File: config.mk
export PLATFORM = sky130hd
export DESIGN_NAME = final_adder_pipe
export DESIGN_NICKNAME = d
export VERILOG_FILES = /design/src/rtl/final_adder_pipe.sv
export SDC_FILE = /design/constraint.sdc
export NUM_CORES = 1
export LEC_CHECK = 0
export ABC_CLOCK_PERIOD_IN_PS = 1700
export CAP_MARGIN = 25
export CORE_MARGIN = 2
export CORE_UTILIZATION = 35
export DETAILED_ROUTE_END_ITERATION = 10
export DONT_BUFFER_PORTS = 1
export HOLD_SLACK_MARGIN = 0.05
export PLACE_DENSITY_LB_ADDON = 0.2
export SYNTH_ARGS = -nofsm -noshare
export SYNTH_HDL_FRONTEND = slang
export SYNTH_SLANG_ARGS = --single-unit
File: constraint.sdc
create_clock -name clk -period 1.7 [get_ports clk]
set_clock_uncertainty 0.2 [all_clocks]
set_input_delay 0.17 -clock clk [delete_from_list [all_inputs] [get_ports clk]]
set_output_delay 0.17 -clock clk [all_outputs]
set_load 0.005 [all_outputs]
File: src/rtl/final_adder_pipe.sv
// Two-stage pipelined carry-propagate adder: row0 + row1 -> 12-bit product.
// Optional macro PROD_CNT_EN adds a saturating delivered-product counter on prod_cnt.
module final_adder_pipe (
  input  logic        clk,
  input  logic        rst_n,
  input  logic        in_valid,
  output logic        in_ready,
  input  logic [10:0] row0,
  input  logic [10:0] row1,
  output logic        out_valid,
  input  logic        out_ready,
  output logic [11:0] product
`ifdef PROD_CNT_EN
  ,
  output logic [15:0] prod_cnt
`endif
);

  // Handshake: a transfer happens on a rising edge where valid && ready are both
  // high; valid never depends on ready, and a raised out_valid holds with stable
  // product until out_ready is seen.

  logic        r_a_vld;
  logic [5:0]  r_a_lo;
  logic        r_a_c;
  logic [4:0]  r_a_hi0;
  logic [4:0]  r_a_hi1;
  logic        r_b_vld;
  logic [11:0] r_b_prod;

  logic        w_adv_a;
  logic        w_adv_b;
  logic        w_accept;
  logic [6:0]  w_lo_sum;
  logic [5:0]  w_hi_sum;

  assign w_adv_b  = !r_b_vld || out_ready;
  assign w_adv_a  = !r_a_vld || w_adv_b;
  assign w_accept = in_valid && w_adv_a;

  assign w_lo_sum = {1'b0, row0[5:0]} + {1'b0, row1[5:0]};
  // Upper half completes in stage B, absorbing the carry out of the low half.
  assign w_hi_sum = {1'b0, r_a_hi0} + {1'b0, r_a_hi1} + {5'b0_0000, r_a_c};

  assign in_ready  = w_adv_a;
  assign out_valid = r_b_vld;
  assign product   = r_b_prod;

  always_ff @(posedge clk or negedge rst_n) begin
    if (!rst_n) begin
      r_a_vld <= 1'b0;
      r_a_lo  <= 6'd0;
      r_a_c   <= 1'b0;
      r_a_hi0 <= 5'd0;
      r_a_hi1 <= 5'd0;
    end else if (w_adv_a) begin
      r_a_vld <= in_valid;
      if (w_accept) begin
        r_a_lo  <= w_lo_sum[5:0];
        r_a_c   <= w_lo_sum[6];
        r_a_hi0 <= row0[10:6];
        r_a_hi1 <= row1[10:6];
      end
    end
  end

  always_ff @(posedge clk or negedge rst_n) begin
    if (!rst_n) begin
      r_b_vld  <= 1'b0;
      r_b_prod <= 12'h000;
    end else if (w_adv_b) begin
      r_b_vld <= r_a_vld;
      if (r_a_vld) begin
        r_b_prod <= {w_hi_sum, r_a_lo};
      end
    end
  end

`ifdef PROD_CNT_EN
  logic [15:0] r_prod_cnt;
  logic        w_deliver;

  assign w_deliver = r_b_vld && out_ready;
  assign prod_cnt  = r_prod_cnt;

  always_ff @(posedge clk or negedge rst_n) begin
    if (!rst_n) begin
      r_prod_cnt <= 16'h0000;
    end else if (w_deliver && (r_prod_cnt != 16'hFFFF)) begin
      r_prod_cnt <= r_prod_cnt + 16'h0001;
    end
  end
`endif

endmodule
==> implementation parameters <==
Parameter                              Value

Timing
  Worst-margin pin slew ... 0.352 ns
  Slew margin rel. ... 0.765
  Number of pins exceeding their max-slew limit in the final report ... 0
  Final setup violation count ... 4
  Minimum hold slack ... 0.0502 ns
  Final setup slack of the worst path ... -0.214 ns
  Final min period ... 1.91 ns
  Highest attainable clock frequency ... 523 MHz
  Number of endpoints with negative hold slack in the final report ... 0
  Period utilization ... 1.13
  Setup repair after global routing missed its margin ... yes

Route
  Routed via count ... 1016
  Detail-routed via count per cell ... 4.96
  Number of nets still failing antenna checks after routing ... 0
  Wire length reported by the detailed router ... 3.02 mm
  DRT iter0 DRCs ... 20
  Drt wl/cell ... 14.7 microns
  Number of DRC violations after detailed routing ... 0
  Pre-Repair DR Iteration Count ... 4

Clocking
  Number of clock buffers inserted by TritonCTS ... 5
  CTS tree ... built
  # H-tree levels ... 2
  Library cell used as clock root buffer ... sky130_fd_sc_hd__clkbuf_8
  Sinks on Clock Net ... 31
  CTS Buffer Depth ... 2
  Clock latency at the later pin of the worst-skew pair ... 0.28 ns
  Clk pin slew, worst setup/hold paths ... 0.07 ns

Finish
  Post-Layout Cell Count ... 205
  Final-stage net count ... 191
  Synthesis-to-layout area growth ... 24.0%
  N_diodes ... 0
  Most frequent cells in the layout ... sky130_fd_sc_hd__dfrtp_1, sky130_fd_sc_hd__mux2_2, sky130_fd_sc_hd__dlygate4sd3_1, sky130_fd_sc_hd__ha_1
  Fraction of layout cells with a size suffix above 1 ... 0.268
  Commonest non-fill, non-tap cell in the layout ... sky130_fd_sc_hd__dfrtp_1

Floorplanning
  Boundary pin count ... 40
  Effective utilization at floorplan ... 0.361
  Die H ... 71.0 microns
  Core box area ... 4350 sq um
  Die Wd ... 71.0 microns
  Die area ... 5050 sq um
  Standard-cell row count ... 24

Critical path
  Crit. End Element ... register
  Worst Path Required ... 1.67 ns
  Crit Path Category ... reg2reg
  Kind of start point of the critical path ... register
  Worst Path Arrival ... 1.88 ns
  Crit-path max FO ... 2

Status
  Outcome ... complete, but fails checks
  Violations in the final reports ... setup timing

Place
  RD Place Congestion ... 0.743
  Placed instance count ... 178
  Placed wire-length estimate ... 2.18 mm
  Number of buffer cells added on primary ports ... 0

Global routing
  Antenna violations before repair ... 0
  Vias in the first global route ... 1088
  Gr usage total ... 0.131
  Global-route wire length before repair ... 4.98 mm
  Pin count of the biggest net entering global routing ... 32
  Gr ovfl total ... 0

Synthesis
  Syn Area/Cell ... 12.6 sq um
  Yosys top cell by area ... sky130_fd_sc_hd__dfrtp_1
  Cell types with the largest area share after synthesis ... sky130_fd_sc_hd__dfrtp_1, sky130_fd_sc_hd__mux2_2, sky130_fd_sc_hd__ha_1
  Count of unique library cells instantiated by Yosys ... 31
  YS warnings ... 0
  Nets in the synthesized netlist ... 164
  Synth top area share ... 0.493
  Post-synthesis instance area ... 1570 sq um
  Total of flip-flops plus latches after synthesis ... 31
  Register area share after synthesis ... 0.493
  Post-synthesis cell count ... 125

Power and ir drop
  Max IR drop VDD ... 0.540 mV
  Cell Pwr Density ... 1110 nW/um^2
  Leakage power ... 0.888 nW

Hold path
  Hold Crit Class ... in2reg

Flow run
  Max Cap Viol ... 0
==> final timing paths <==
kind | from | endpoint | slack (ns) | cells past startpoint
max | r_a_hi1[0] | product[11] | -0.21 | 5
min | out_ready | r_a_c | 0.05 | 3
max reg2reg | r_a_hi1[0] | product[11] | -0.21 | 5
min reg2reg | r_a_lo[3] | r_a_lo[3] | 0.28 | 2
max in group asynchronous | rst_n | r_a_hi0[0] | 1.01 | 2
min in group asynchronous | rst_n | product[7] | 0.13 | 2
==> synth_stat cells, drive strengths merged <==
| master | count |
|---|---|
| nand3b | 1 |
| and4b | 1 |
| nor2 | 2 |
| o31ai | 1 |
| dfrtp | 31 |
| xnor2 | 1 |
| nor3b | 1 |
| nor3 | 2 |
| o21ai | 9 |
| buf | 3 |
| a211o | 1 |
| a2111oi | 1 |
| a211oi | 2 |
| o21a | 1 |
| inv | 7 |
| nand2b | 2 |
| mux2 | 18 |
| a21oi | 5 |
| a21boi | 1 |
| nand2 | 9 |
| o31a | 1 |
| nor2b | 2 |
| a21o | 5 |
| fa | 3 |
| xor2 | 3 |
| ha | 10 |
| or2b | 1 |
| nand4 | 1 |
==> repair_timing <==
| action | CTS | global route |
|---|---|---|
| setup buffers | 0 | 1 |
| hold endpoints to repair | 46 | 0 |
| hold buffers | 18 | 0 |
| gates resized for setup | 4 | 2 |
| pin swaps | 2 | 4 |
| endpoints found under the setup margin | 5 | 6 |
==> sequential cells by signal, summed over array words and instances, names as in the netlist <==
register,count
r_a_lo,6
out_valid,1
r_a_vld,1
r_a_c,1
product,12
r_a_hi0,5
r_a_hi1,5
==> cells by family (layout without fill, tap and decap cells) <==
kind of cell    after synthesis  in the layout  synth area share
fa+ha+maj                    13             13             0.118
mux                          18             18             0.131
buf+inv                      10             38            0.0358
flops                        31             31             0.493
simple gates                 22             22            0.0788
xor+xnor                      4              4            0.0223
compound gates               27             27             0.121
==> report_power, final <==
group | internal, mW | switching, mW | total, mW
clock | 0.280 | 0.278 | 0.558
combinational | 0.315 | 0.245 | 0.560
sequential | 0.919 | 0.132 | 1.05
total | 1.51 | 0.655 | 2.17
==> critical path, cell delays in order (launching register included) <==
cell	delay (ns)
sky130_fd_sc_hd__dfrtp_1	0.40
sky130_fd_sc_hd__fa_2	0.40
sky130_fd_sc_hd__a21o_1	0.19
sky130_fd_sc_hd__a21o_1	0.19
sky130_fd_sc_hd__a2111oi_4	0.36
sky130_fd_sc_hd__nor3_2	0.06
==> cell type report <==
type                            instances  area, sq um
Clock buffer                            5         68.8
Clock inverter                          3         15.0
Fill cell                             415         2400
Inverter                                7         26.3
Multi-Input combinational cell         84          759
Sequential cell                        31          776
Tap cell                               52         65.1
Timing Repair Buffer                   23          240
==> per-layer routing <==
| layer | track usage | wire length, microns | share of wire |
|---|---|---|---|
| met5 | 0 | 0 | 0 |
| met4 | 0.0566 | 54 | 0.018 |
| met3 | 0.0527 | 157 | 0.052 |
| met2 | 0.201 | 1440 | 0.48 |
| met1 | 0.164 | 1370 | 0.45 |
==> metrics by stage <==
step	area, sq um	worst slack (ns)	TNS, ns	util	power, mW
finish	1950	-0.214	-0.530	0.448	2.17
global route	1950	-0.301	-0.986	0.448	2.34
CTS	1930	-0.156	-0.370	0.444	2.18
detailed placement	1660	-0.177	-0.437	0.380	1.55
global placement	1660	-0.105	-0.228	0.380	1.53
floorplan	1580	-0.0677	-0.131	-	1.41
No activity file was read; power rests on OpenSTA's default activity.
==> patch (same settings) <==
Build with the macro `PROD_CNT_EN` defined.
--- a/src/rtl/final_adder_pipe.sv
+++ b/src/rtl/final_adder_pipe.sv
@@ -2,2 +2,4 @@
 // Optional macro PROD_CNT_EN adds a saturating delivered-product counter on prod_cnt.
+`define PROD_CNT_EN
+
 module final_adder_pipe (
Formal check against the unedited RTL (old outputs only; new: prod_cnt): equivalent (equiv_simple and equiv_induct, registers matched by name and starting in step).
==> patch against the unedited design <==
- the run still ends with setup timing left
- routed wire length grew 68%
- clock power grew 25%
- via count grew 75%
- sequential share of layout area shrank 2.9 points
- total power grew 53%
- fmax grew 2.8%
- global-route usage grew 1.0 points
- synthesized area grew 53%
- cell area grew 64%
- combinational power grew 82%
- sequential cell count grew 16
- setup slack gained 53 ps
- sequential power grew 52%
- largest cell class is now multi-input combinational cells
==> patch: results <==
group,metric,value,unit
logic_synthesis,synthTopCellsByCount,"dfrtp_1 (47), mux2_2 (19), nand2_1 (16)",
logic_synthesis,ys_warn_count,0,
logic_synthesis,synth_compound_area_share,7.76,%
sta,tns,-339,ps
status,violations,"setup timing",
logic_synthesis,yosys-top-cells-area,"dfrtp_1 (49%), mux2_2 (8.9%), ha_1 (5.7%)",
clock_tree,path_clk_slew,90,ps
clock_tree,cts_inserted_buffers,5,
logic_synthesis,syn_nets,246,
worst_hold_path,hp-class,"in2reg",
placed_design,detailedPlace.worstSlack,-185,ps
sta,finalWorstSetupSlack,-161,ps
clock_tree,clk_path_buf_depth,2,
placed_design,hpwlAfterDp,3600,microns
cells_and_area,nets,308,
logic_synthesis,ys_seq_area_share,49.0,%
logic_synthesis,synthXorXnorAreaFrac,5.83,%
cells_and_area,antenna_cells,0,
routing,drt-initial-drc-count,29,
routing,wl,5060,microns
sta,setup_viol,4,
cells_and_area,largest_reg_flops,16,
routing,drtPass1Iterations,3,
global_routing,antenna_found_initial,0,
cells_and_area,drive_gt1_share,35.4,%
clock_tree,clk_latency,300,ps
logic_synthesis,synth_cell_type_count,43,
global_routing,grt_pass1_wl,8350,microns
global_routing,grt_max_degree,48,
sta,relSlewSlack,80.1,%
power,power.leakage,0.00147,uW
clock_tree,ctsRootBufferMaster,"clkbuf_8",
setup_path,path_max_fanout,2,
power,max-vdd-ir-drop,0.341,mV
global_routing,grt_pass1_vias,1738,
placed_design,port_buffers,0,
run,maxCapViolations,0,
global_routing,grt.total_usage,14.1,%
status,outcome,"finished, violations left",
cells_and_area,fillCellCount,637,
logic_synthesis,synthAdderAreaFrac,8.23,%
placed_design,gp_congestion,0.707,
logic_synthesis,yosys-mux-area-fraction,9.95,%
clock_tree,htreeDepth,2,
logic_synthesis,async_flop_share,100,%
routing,vias,1776,
==> patch: changes by cell type in the layout (fill, tap and decap cells not counted), moves of 5 or more <==
| cell | delta |
|---|---|
| nand3_1 | +5 |
| nor3_1 | +8 |
| xor2_1 | +11 |
| dfrtp_1 | +13 |
| nand2_1 | +8 |
| buf_4 | +32 |
==> patch: timing repair <==
item / CTS / global route
resized for setup: 5 / 13
setup endpoints to repair: 11 / 21
setup buffers: 2 / 1
hold endpoints to repair: 65 / 0
hold buffers: 19 / 0
pin swaps: 4 / 5
==> patch: worst paths after layout <==
| check | slack (ps) | end | from | cells past startpoint |
|---|---|---|---|---|
| min in group asynchronous | 180 | product[11] | rst_n | 2 |
| worst min register to register | 280 | r_a_lo[2] | r_a_lo[2] | 2 |
| max in group asynchronous | 890 | out_valid | rst_n | 2 |
| worst max-delay path | -160 | product[10] | r_a_hi1[0] | 8 |
| worst max register to register | -160 | product[10] | r_a_hi1[0] | 8 |
| worst min-delay path | 30 | r_a_vld | out_ready | 3 |
==> patch: final cells by class <==
type / count / share of cell area [%]
tap: 80 / 3.13
sequential: 47 / 36.9
timing repair buffer: 59 / 16.9
inverter: 8 / 0.938
clock inverter: 1 / 0.156
multi-input combinational: 147 / 39.4
clock buffer: 6 / 2.58
==> patch: cell families after synthesis <==
logic type,after synthesis
compound gates,29
xor+xnor,16
fa+ha+maj,14
buf+inv,12
flops,47
mux,21
simple gates,67
==> patch: stage by stage <==
stage          util (%)  instances  hold slack, ps  cell area, sq um
2_1_floorplan         -        206            -326              2430
3_3_place_gp       41.9        320            -324              2810
3_5_place_dp       41.9        320            -324              2810
4_1_cts            46.9        348            52.6              3150
5_1_grt            47.6        348            58.0              3200
6_report           47.6        348            29.8              3200
==> patch: power breakdown <==
group | switching [uW] | total, uW | internal, uW
sequential | 226 | 1600 | 1380
clock | 378 | 698 | 320
combinational | 418 | 1020 | 600
total | 1020 | 3320 | 2300
==> patch: critical path: stages (launching register included) <==
cell and delay [ps]:
dfrtp_1 390, inv_2 60, fa_2 200, inv_2 40, fa_2 340, a21o_1 170, a21oi_2 120, xor2_1 150
o21ai_1 70
==> patch: layer usage <==
| layer | track usage, % | wire length, microns | vias to the layer above | part of all wire (%) |
|---|---|---|---|---|
| met2 | 22.2 | 2410 | 36 | 48 |
| met1 | 18.4 | 2320 | 870 | 46 |
| met4 | 5.97 | 93 | 0 | 1.8 |
| li1 | - | - | 864 | - |
| met5 | 0 | 0 | - | 0 |
| met3 | 3.71 | 233 | 6 | 4.6 |
